## src/rtl/pattern_stream_gen_if.sv

```systemverilog
// pattern_stream_gen_if
// Valid/ready stream bundle carrying one DATA_W-bit word per beat.
//   tdata  : beat payload
//   tvalid : source has a beat on the bus
//   tready : sink accepts the beat this cycle
//   tlast  : beat closes a pattern pass
// master modport is the source side, slave modport the sink side.
interface pattern_stream_gen_if #(
  parameter int DATA_W = 8
);
  logic [DATA_W-1:0] tdata;
  logic              tvalid;
  logic              tready;
  logic              tlast;

  modport master (output tdata, output tvalid, output tlast, input tready);
  modport slave  (input tdata, input tvalid, input tlast, output tready);
endinterface

```

## src/rtl/pattern_stream_gen.sv

```systemverilog
// pattern_stream_gen
// Plays a compile-time table of words onto a valid/ready stream. Each word
// is repeated cfg_hold beats, a pass covers cfg_len words, and cfg_reps
// passes are played (0 = loop until stop).
// Ports:
//   clk, reset        : clock, asynchronous active-high reset
//   start, stop       : single-cycle run request / abort request
//   cfg_len/hold/reps : run configuration, sampled on the accepted start
//   m                 : stream source (tdata/tvalid/tready/tlast)
//   busy              : high while running
//   done              : one-cycle pulse when a run completes or is aborted
module pattern_stream_gen #(
  parameter int DATA_W  = 8,
  parameter int PAT_LEN = 16,
  parameter logic [PAT_LEN-1:0][DATA_W-1:0] PATTERN = '0,
  parameter int HOLD_W  = 16,
  parameter int REP_W   = 8
) (
  input  logic                       clk,
  input  logic                       reset,
  input  logic                       start,
  input  logic                       stop,
  input  logic [$clog2(PAT_LEN+1)-1:0] cfg_len,
  input  logic [HOLD_W-1:0]          cfg_hold,
  input  logic [REP_W-1:0]           cfg_reps,
  pattern_stream_gen_if.master       m,
  output logic                       busy,
  output logic                       done
);
  localparam int LEN_W = $clog2(PAT_LEN + 1);
  localparam int IDX_W = $clog2(PAT_LEN);
  localparam logic [LEN_W-1:0]  LEN_MAX  = LEN_W'(PAT_LEN);
  localparam logic [LEN_W-1:0]  LEN_ONE  = LEN_W'(1);
  localparam logic [HOLD_W-1:0] HOLD_ONE = HOLD_W'(1);
  localparam logic [REP_W-1:0]  REP_ONE  = REP_W'(1);
  localparam logic [IDX_W-1:0]  IDX_ONE  = IDX_W'(1);

  typedef enum logic {IDLE, RUN} state_t;

  state_t              state_reg;
  logic [LEN_W-1:0]    len_reg;
  logic [HOLD_W-1:0]   hold_reg;
  logic [REP_W-1:0]    reps_reg;
  logic [IDX_W-1:0]    word_idx_reg;
  logic [HOLD_W-1:0]   hold_cnt_reg;
  logic [REP_W-1:0]    pass_cnt_reg;
  logic                stop_pend_reg;
  logic [DATA_W-1:0]   tdata_reg;
  logic                tvalid_reg;
  logic                tlast_reg;
  logic                busy_reg;
  logic                done_reg;

  // Unpacked view of the pattern table for indexed lookup.
  logic [DATA_W-1:0] pat_word [PAT_LEN];
  for (genvar gi = 0; gi < PAT_LEN; gi++) begin : g_pat
    assign pat_word[gi] = PATTERN[gi];
  end

  logic [LEN_W-1:0]  len_cfg;
  logic [HOLD_W-1:0] hold_cfg;
  logic              xfer, hold_end, word_end, final_pass, finish;
  logic [HOLD_W-1:0] hold_next;
  logic [IDX_W-1:0]  idx_next;
  logic [REP_W-1:0]  pass_next;
  logic              tlast_next;

  always_comb begin
    len_cfg  = (cfg_len == '0 || cfg_len > LEN_MAX) ? LEN_MAX : cfg_len;
    hold_cfg = (cfg_hold == '0) ? HOLD_ONE : cfg_hold;
  end

  always_comb begin
    xfer       = tvalid_reg & m.tready;
    hold_end   = (hold_cnt_reg == hold_reg - HOLD_ONE);
    word_end   = (LEN_W'(word_idx_reg) == len_reg - LEN_ONE);
    final_pass = (reps_reg != '0) && (pass_cnt_reg == reps_reg - REP_ONE);
    // A pending or same-cycle stop makes the beat being accepted the last one.
    finish     = xfer && ((hold_end && word_end && final_pass) || stop_pend_reg || stop);
  end

  // Counter positions after the current beat is accepted; the output
  // registers are loaded from these so tdata/tlast track the new position.
  always_comb begin
    hold_next = hold_cnt_reg;
    idx_next  = word_idx_reg;
    pass_next = pass_cnt_reg;
    if (hold_end) begin
      hold_next = '0;
      if (word_end) begin
        idx_next = '0;
        // Saturate so an endless run cannot wrap the pass counter.
        if (pass_cnt_reg != '1) pass_next = pass_cnt_reg + REP_ONE;
      end else begin
        idx_next = word_idx_reg + IDX_ONE;
      end
    end else begin
      hold_next = hold_cnt_reg + HOLD_ONE;
    end
    tlast_next = (hold_next == hold_reg - HOLD_ONE) &&
                 (LEN_W'(idx_next) == len_reg - LEN_ONE);
  end

  always_ff @(posedge clk or posedge reset) begin
    if (reset) begin
      state_reg     <= IDLE;
      len_reg       <= '0;
      hold_reg      <= '0;
      reps_reg      <= '0;
      word_idx_reg  <= '0;
      hold_cnt_reg  <= '0;
      pass_cnt_reg  <= '0;
      stop_pend_reg <= 1'b0;
      tdata_reg     <= '0;
      tvalid_reg    <= 1'b0;
      tlast_reg     <= 1'b0;
      busy_reg      <= 1'b0;
      done_reg      <= 1'b0;
    end else begin
      done_reg <= 1'b0;
      case (state_reg)
        IDLE: begin
          stop_pend_reg <= 1'b0;
          if (start && !stop) begin
            state_reg    <= RUN;
            len_reg      <= len_cfg;
            hold_reg     <= hold_cfg;
            reps_reg     <= cfg_reps;
            word_idx_reg <= '0;
            hold_cnt_reg <= '0;
            pass_cnt_reg <= '0;
            tdata_reg    <= pat_word[0];
            tvalid_reg   <= 1'b1;
            tlast_reg    <= (hold_cfg == HOLD_ONE) && (len_cfg == LEN_ONE);
            busy_reg     <= 1'b1;
          end
        end
        RUN: begin
          if (finish) begin
            state_reg     <= IDLE;
            word_idx_reg  <= '0;
            hold_cnt_reg  <= '0;
            pass_cnt_reg  <= '0;
            stop_pend_reg <= 1'b0;
            tdata_reg     <= '0;
            tvalid_reg    <= 1'b0;
            tlast_reg     <= 1'b0;
            busy_reg      <= 1'b0;
            done_reg      <= 1'b1;
          end else begin
            if (stop) stop_pend_reg <= 1'b1;
            if (xfer) begin
              hold_cnt_reg <= hold_next;
              word_idx_reg <= idx_next;
              pass_cnt_reg <= pass_next;
              tdata_reg    <= pat_word[idx_next];
              tlast_reg    <= tlast_next;
            end
          end
        end
        default: state_reg <= IDLE;
      endcase
    end
  end

  assign m.tdata  = tdata_reg;
  assign m.tvalid = tvalid_reg;
  assign m.tlast  = tlast_reg;
  assign busy     = busy_reg;
  assign done     = done_reg;
endmodule

```

## src/flat_wrapper.sv

```systemverilog
// flat-port wrapper written by rule: the top's interface ports become plain ports
module pattern_stream_gen_flat 
#(
  parameter int DATA_W  = 8,
  parameter int PAT_LEN = 16,
  parameter logic [PAT_LEN-1:0][DATA_W-1:0] PATTERN = '0,
  parameter int HOLD_W  = 16,
  parameter int REP_W   = 8
)
  (clk, reset, start, stop, cfg_len, cfg_hold, cfg_reps, busy, done, m_tdata, m_tvalid, m_tlast, m_tready);
  pattern_stream_gen_if #(.DATA_W(DATA_W)) m_i ();
  input  logic clk;
  input  logic reset;
  input  logic start;
  input  logic stop;
  input  logic [$clog2(PAT_LEN+1)-1:0] cfg_len;
  input  logic [HOLD_W-1:0] cfg_hold;
  input  logic [REP_W-1:0] cfg_reps;
  output logic busy;
  output logic done;
  output wire logic [$bits(m_i.tdata)-1:0] m_tdata;
  output wire logic [$bits(m_i.tvalid)-1:0] m_tvalid;
  output wire logic [$bits(m_i.tlast)-1:0] m_tlast;
  input wire logic [$bits(m_i.tready)-1:0] m_tready;
  assign m_tdata = m_i.tdata;
  assign m_tvalid = m_i.tvalid;
  assign m_tlast = m_i.tlast;
  assign m_i.tready = m_tready;
  pattern_stream_gen #(.DATA_W(DATA_W), .PAT_LEN(PAT_LEN), .PATTERN(PATTERN), .HOLD_W(HOLD_W), .REP_W(REP_W)) u_core (.clk(clk), .reset(reset), .start(start), .stop(stop), .cfg_len(cfg_len), .cfg_hold(cfg_hold), .cfg_reps(cfg_reps), .m(m_i), .busy(busy), .done(done));
endmodule
```

## config.mk

```make
export PLATFORM = sky130hd
export DESIGN_NAME = pattern_stream_gen_flat
export DESIGN_NICKNAME = d
export VERILOG_FILES = /design/src/rtl/pattern_stream_gen_if.sv /design/src/rtl/pattern_stream_gen.sv /design/src/flat_wrapper.sv
export SDC_FILE = /design/constraint.sdc
export NUM_CORES = 1
export LEC_CHECK = 0
export BUFFER_PORTS_ARGS = -buffer_cell sky130_fd_sc_hd__buf_2
export CAP_MARGIN = 25
export CORE_ASPECT_RATIO = 0.7
export CORE_UTILIZATION = 54
export CTS_CLUSTER_SIZE = 12
export DETAILED_ROUTE_END_ITERATION = 6
export HOLD_SLACK_MARGIN = 0.1
export PLACE_DENSITY = 0.84
export SLEW_MARGIN = 20
export SYNTH_ARGS = -nofsm -noshare
export SYNTH_HDL_FRONTEND = slang
export SYNTH_SLANG_ARGS = --single-unit
```

## constraint.sdc

```tcl
create_clock -name clk -period 3.49 [get_ports clk]
set_input_delay 0.698 -clock clk [delete_from_list [all_inputs] [get_ports clk]]
set_output_delay 0.698 -clock clk [all_outputs]
set_load 0.005 [all_outputs]
```

# == Yosys cells after proc, flatten, opt, wreduce, memory -nomap -nowiden ==
# Memories as Yosys holds them, arrays and structs flattened.
# Index checks and enable logic that the tools add are counted.
# word_totals
ff_bits,70
romBits,128
input_bits,34
out_inout_bits,12
wordCells,97
memories,1
# memory_table
memory,depth,width,read_ports,rd_ports_with_merged_regs,wr,line,source
(name not given),16,8,1,0,0,pattern_stream_gen.sv:156,tdata_reg <= pat_word[idx_next];
# classes
add_sub_neg,6
magnitude_cmp,2
eq_ne,15
n_mux,40
bitwise,3
n_reduce_logical,18
# op_table
operator,count
$mux 16,5
$mux 8,10
$eq 16x16->1,2
$pmux 16 s2,1
$pmux 8 s2,2
$mux 4,5
$add 16x1->16 const B,1
$eq 16x1->1 const B,1
$logic_not 16->1,1
$sub 16x1->16 const B,1
$ne 3x3->1 const B,5
$mux 1,11
$eq 4x5->1,2
$add 8x1->8 const B,1
$eq 8x8->1,1
$ne 8x8->1 const B,1
$pmux 1 s2,4
$pmux 4 s2,1
$reduce_bool 8->1,1
$sub 8x1->8 const B,1
$logic_and 1x1->1,7
$reduce_and 2->1,3
$eq 5x1->1 const B,1
$ge 5x5->1 const B,1
13 further kinds,15

# == Longest topological paths before layout ==
# logic_depth
depth_word,11
ltp_mapped,13

# == Worst setup path before layout ==
# OpenSTA, ideal clock, no wires.
# synth_path
kind,register to register
from,register u_core.hold_reg[0]
to,register u_core.pass_cnt_reg[7]
arrival_time_ns,3.430
t_required_ns,3.357
slack_ns,-0.073
stages_incl_launch_ff,14
n_path_buf,1
period_less_slack_ns,3.563
path_cell_list,dfrtp_1 > inv_1 > ha_1 > or3b_2 > or4_4 > xnor2_1 > o311ai_1 > nor4_4 > nand3_2 > or4_1 > buf_2 > nor4_4 > xnor2_1 > a21oi_2
# synth_via
elab_chain_len,9
word_cells_on_any_way,14
cone_classes,add/sub (1); eq/ne (5); mux (2); reduce/logical (6)
# synth_lines
element,line,source
from (decl),pattern_stream_gen.sv:42,logic [HOLD_W-1:0] hold_reg;
from (signal assigned),pattern_stream_gen.sv:127,hold_reg <= hold_cfg;
$sub 16x1->16 (*),pattern_stream_gen.sv:75,hold_end = (hold_cnt_reg == hold_reg - HOLD_ONE);
$eq 16x16->1 (*),pattern_stream_gen.sv:75,
$logic_and 1x1->1 (2 in series),pattern_stream_gen.sv:79,finish = xfer && ((hold_end && word_end && final_pass) || stop_pend_reg || stop);
$logic_or 1x1->1 (2 in series),pattern_stream_gen.sv:79,
$logic_and 1x1->1,pattern_stream_gen.sv:79,
$ne 3x3->1 (no source line) / $mux 8 (equally long branches),--,
$reduce_and 5->1 (no source line) / $pmux 8 s2 (equally long branches),--,
to (signal assigned),pattern_stream_gen.sv:155,pass_cnt_reg <= pass_next;
to (decl),pattern_stream_gen.sv:46,logic [REP_W-1:0] pass_cnt_reg;
# Mark *: on every way between the ends. The rest lies on a longest branch, timed or not.
# A chain may end at the register's enable or synchronous reset.

# == Worst setup path in the final report ==
# layout_path
from,register u_core.hold_reg[2]
to,register u_core.pass_cnt_reg[7]
# The elaborated chain is that of the path after synthesis.

==> run metrics <==
cts hold-fix bufs=0; Max clock buf depth=2; Sequential Power Share=27.1%; Rel. slew slack=55.2%; crit path DAT=3700 ps; max cap viols=0; final setup fails=0; clk root buf=clkbuf_16; DR WL/cell=17.8 um; post-synth top area share=33.8%; # IOs=46; Finished Cell Area=0.00544 sq mm; Pins Over Slew Limit=0; final WL=13200 um; dpl cells=720; core footprint=0.00804 sq mm; Final Wtd Congestion=0.997; Netlist cell types=66; Final Util=67.6%; CTS Sinks=62; Antenna diodes=0; Final min period=3480 ps; startpoint type of the worst setup path=register; Chip Width=112 um; Pre-Repair DR Iteration Count=7; CP Capture Type=register; R2R Setup Slk=10 ps; Syn Std Cell Area=0.00459 sq mm; post-route ant nets=0; endpoints failing hold=0; Clock power frac=21.0%; PwrDens=804 mW/mm^2; Slew @ Worst Pin=670 ps; ranking of synthesized cells by area=dfrtp_1 (34%), nand2_1 (10%), xnor2_1 (7.2%); Max Fclk=0.288 GHz; CTS tree=done; vias per cell=6.14; ys async rst share=100%; number of synthesized register bits=62; Hold Path Class=in2async; Die Footprint=0.00888 sq mm; count leader, synth=nand2_1; Crit Path Class=reg2reg; PortBufs=37; Detail Placement HPWL=9950 um; first-pass GRT wire length=21000 um; RSZ-0062 raised after global routing=yes; worst-path fanout max=9; GRT Util Overall=31.0%; Starting Density=57.1%; Worst-Skew Late Latency=340 ps; WP data required=3710 ps; Leak=0.00242 uW; htree depth=3; post-synthesis sequential area ratio=33.8%; R2R depth=11; Worst-path clk slew=60 ps; CTS buffer count=9; number of remaining DRC errors=1; Mapped Cells=573; worst clock skew=7.35 ps; DR vias=4539; number of global-route vias before repair=4041; Final period util=99.6%; NetSw=1930 uW; Iter 0 DRT Violations=401; Logic pwr share=51.9%; worst vdd ir=485 uV; total gr overflow=0; largest net degree at the start of global routing=34; Nets=674; cell internal pwr=2450 uW; Core Rows=27; share of layout cells above drive strength 1=19.4%; mean post-synth cell area=8.02 sq um; Synth Warn #=0; initial antenna violation count=0; failing checks=DRC; Placement Cell Area=0.00505 sq mm; Die H=79.2 um; reg2reg end=u_core.pass_cnt_reg[7]$_DFFE_PP0P_; sw frac=44.1%; EDFF count, synth=0; outcome=finished, violations left; Synth-to-Final Area Change=18.4%; final-layout fill cell count=650; RR Startpoint=u_core.hold_reg[2]$_DFFE_PP0P_; main flop type after synthesis=dfrtp_1; area leader, netlist=dfrtp_1; most frequent cells after synthesis=nand2_1 (122), dfrtp_1 (62), xnor2_1 (38), nor2_1 (30), o21ai_0 (29); fin cells=739
## worst max-delay path by stage
stage	end	slack [ps]	from	depth (start not counted)
final	u_core.pass_cnt_reg[7]$_DFFE_PP0P_	10	u_core.hold_reg[2]$_DFFE_PP0P_	11
after CTS	u_core.pass_cnt_reg[6]$_DFFE_PP0P_	3	u_core.hold_reg[5]$_DFFE_PP0P_	11
after global placement	u_core.m.tlast$_DFFE_PP0P_	50	u_core.hold_reg[0]$_DFFE_PP0P_	12
after global routing	u_core.hold_cnt_reg[10]$_DFFE_PP0P_	-100	u_core.hold_reg[1]$_DFFE_PP0P_	15
after detailed placement	u_core.pass_cnt_reg[6]$_DFFE_PP0P_	-20	u_core.hold_reg[0]$_DFFE_PP0P_	13
after floorplan	u_core.pass_cnt_reg[7]$_DFFE_PP0P_	70	u_core.hold_reg[0]$_DFFE_PP0P_	13
## layout by cell type (no fill, tap or decap), drive strengths merged, types with 3 or more instances in the layout
master,Yosys,final
conb,1,8
and2,5,5
buf,15,82
o31ai,13,13
nor3b,4,4
nand4,9,9
nor4,14,14
nand2,122,122
nand2b,6,6
nand3b,3,3
nor3,19,19
or2,3,3
or3,4,4
o211ai,3,3
clkbuf,25,9
nand3,20,20
o2111ai,3,3
ha,7,7
xnor2,38,38
dfrtp,62,62
nor2b,6,6
o22ai,4,4
clkinv,0,3
a21o,4,4
inv,20,22
a32oi,3,3
mux2i,4,4
o21ai,29,29
a21oi,17,17
xor2,28,28
nor2,30,30
or4,8,8
a211oi,3,3
and3,4,4
a22oi,5,5
a311oi,3,3
## per-layer routing
metal | vias up | wire length (um) | GRT usage (%)
met4 | 0 | 170 | 7.47
met1 | 2161 | 6220 | 45.5
li1 | 2123 | - | -
met3 | 17 | 1380 | 9.01
met2 | 238 | 5400 | 44.5
met5 | - | 0 | 0
## metrics by stage
stage / worst slack, ps / TNS (ps) / hold slack, ps / power (uW)
floorplan: 69.0 / 0 / 473 / 2570
global placement: 48.3 / 0 / 508 / 3230
detailed placement: -20.8 / -104 / 516 / 3300
CTS: 2.57 / 0 / 470 / 4290
global route: -96.8 / -1080 / 520 / 4630
finish: 14.9 / 0 / 455 / 4370
## layout make-up
cell class / instances / area, sq um / share of cell area [%]
clock buffer: 9 / 225 / 4.14
clock inverter: 7 / 81.3 / 1.50
inverter: 20 / 75.1 / 1.38
multi-input combinational: 458 / 2860 / 52.5
sequential: 62 / 1550 / 28.5
tap: 101 / 126 / 2.32
timing repair buffer: 82 / 523 / 9.62
## logic make-up (layout without fill, tap and decap cells)
family | after synthesis | count (layout) | synth area share, %
XOR/XNOR | 66 | 66 | 12.6
AND/OR/NAND/NOR | 266 | 266 | 29.1
multiplexers | 5 | 5 | 1.12
buffers and inverters | 60 | 118 | 5.88
AO/OA/AOI/OAI | 106 | 106 | 15.5
adder cells (fa/ha/maj) | 7 | 7 | 1.91
other | 1 | 8 | 0.0816
flip-flops | 62 | 62 | 33.8
## worst max-delay path: stages, from the launching register on
cell	delay, ps
dfrtp_1	450
or4_4	580
nor4_4	360
xnor2_1	170
o2111ai_1	200
nor4_4	420
nand3_2	130
or4_1	490
buf_4	200
nor4_4	150
xnor2_1	170
a21oi_2	40
## power by group through the flow
stage / clock network, uW / registers [uW] / logic, uW
after global routing: 953 / 1220 / 2460
after detailed placement: 0 / 1180 / 2120
after global placement: 0 / 1170 / 2060
after CTS: 931 / 1170 / 2190
final: 916 / 1190 / 2270
after floorplan: 0 / 1110 / 1470
## what timing repair did
item | CTS | global route
setup endpoints to repair | 12 | 27
pin swaps | 2 | 1
gates resized for setup | 6 | 6
setup buffers | 2 | 1
Power figures use the tool's default switching activity.
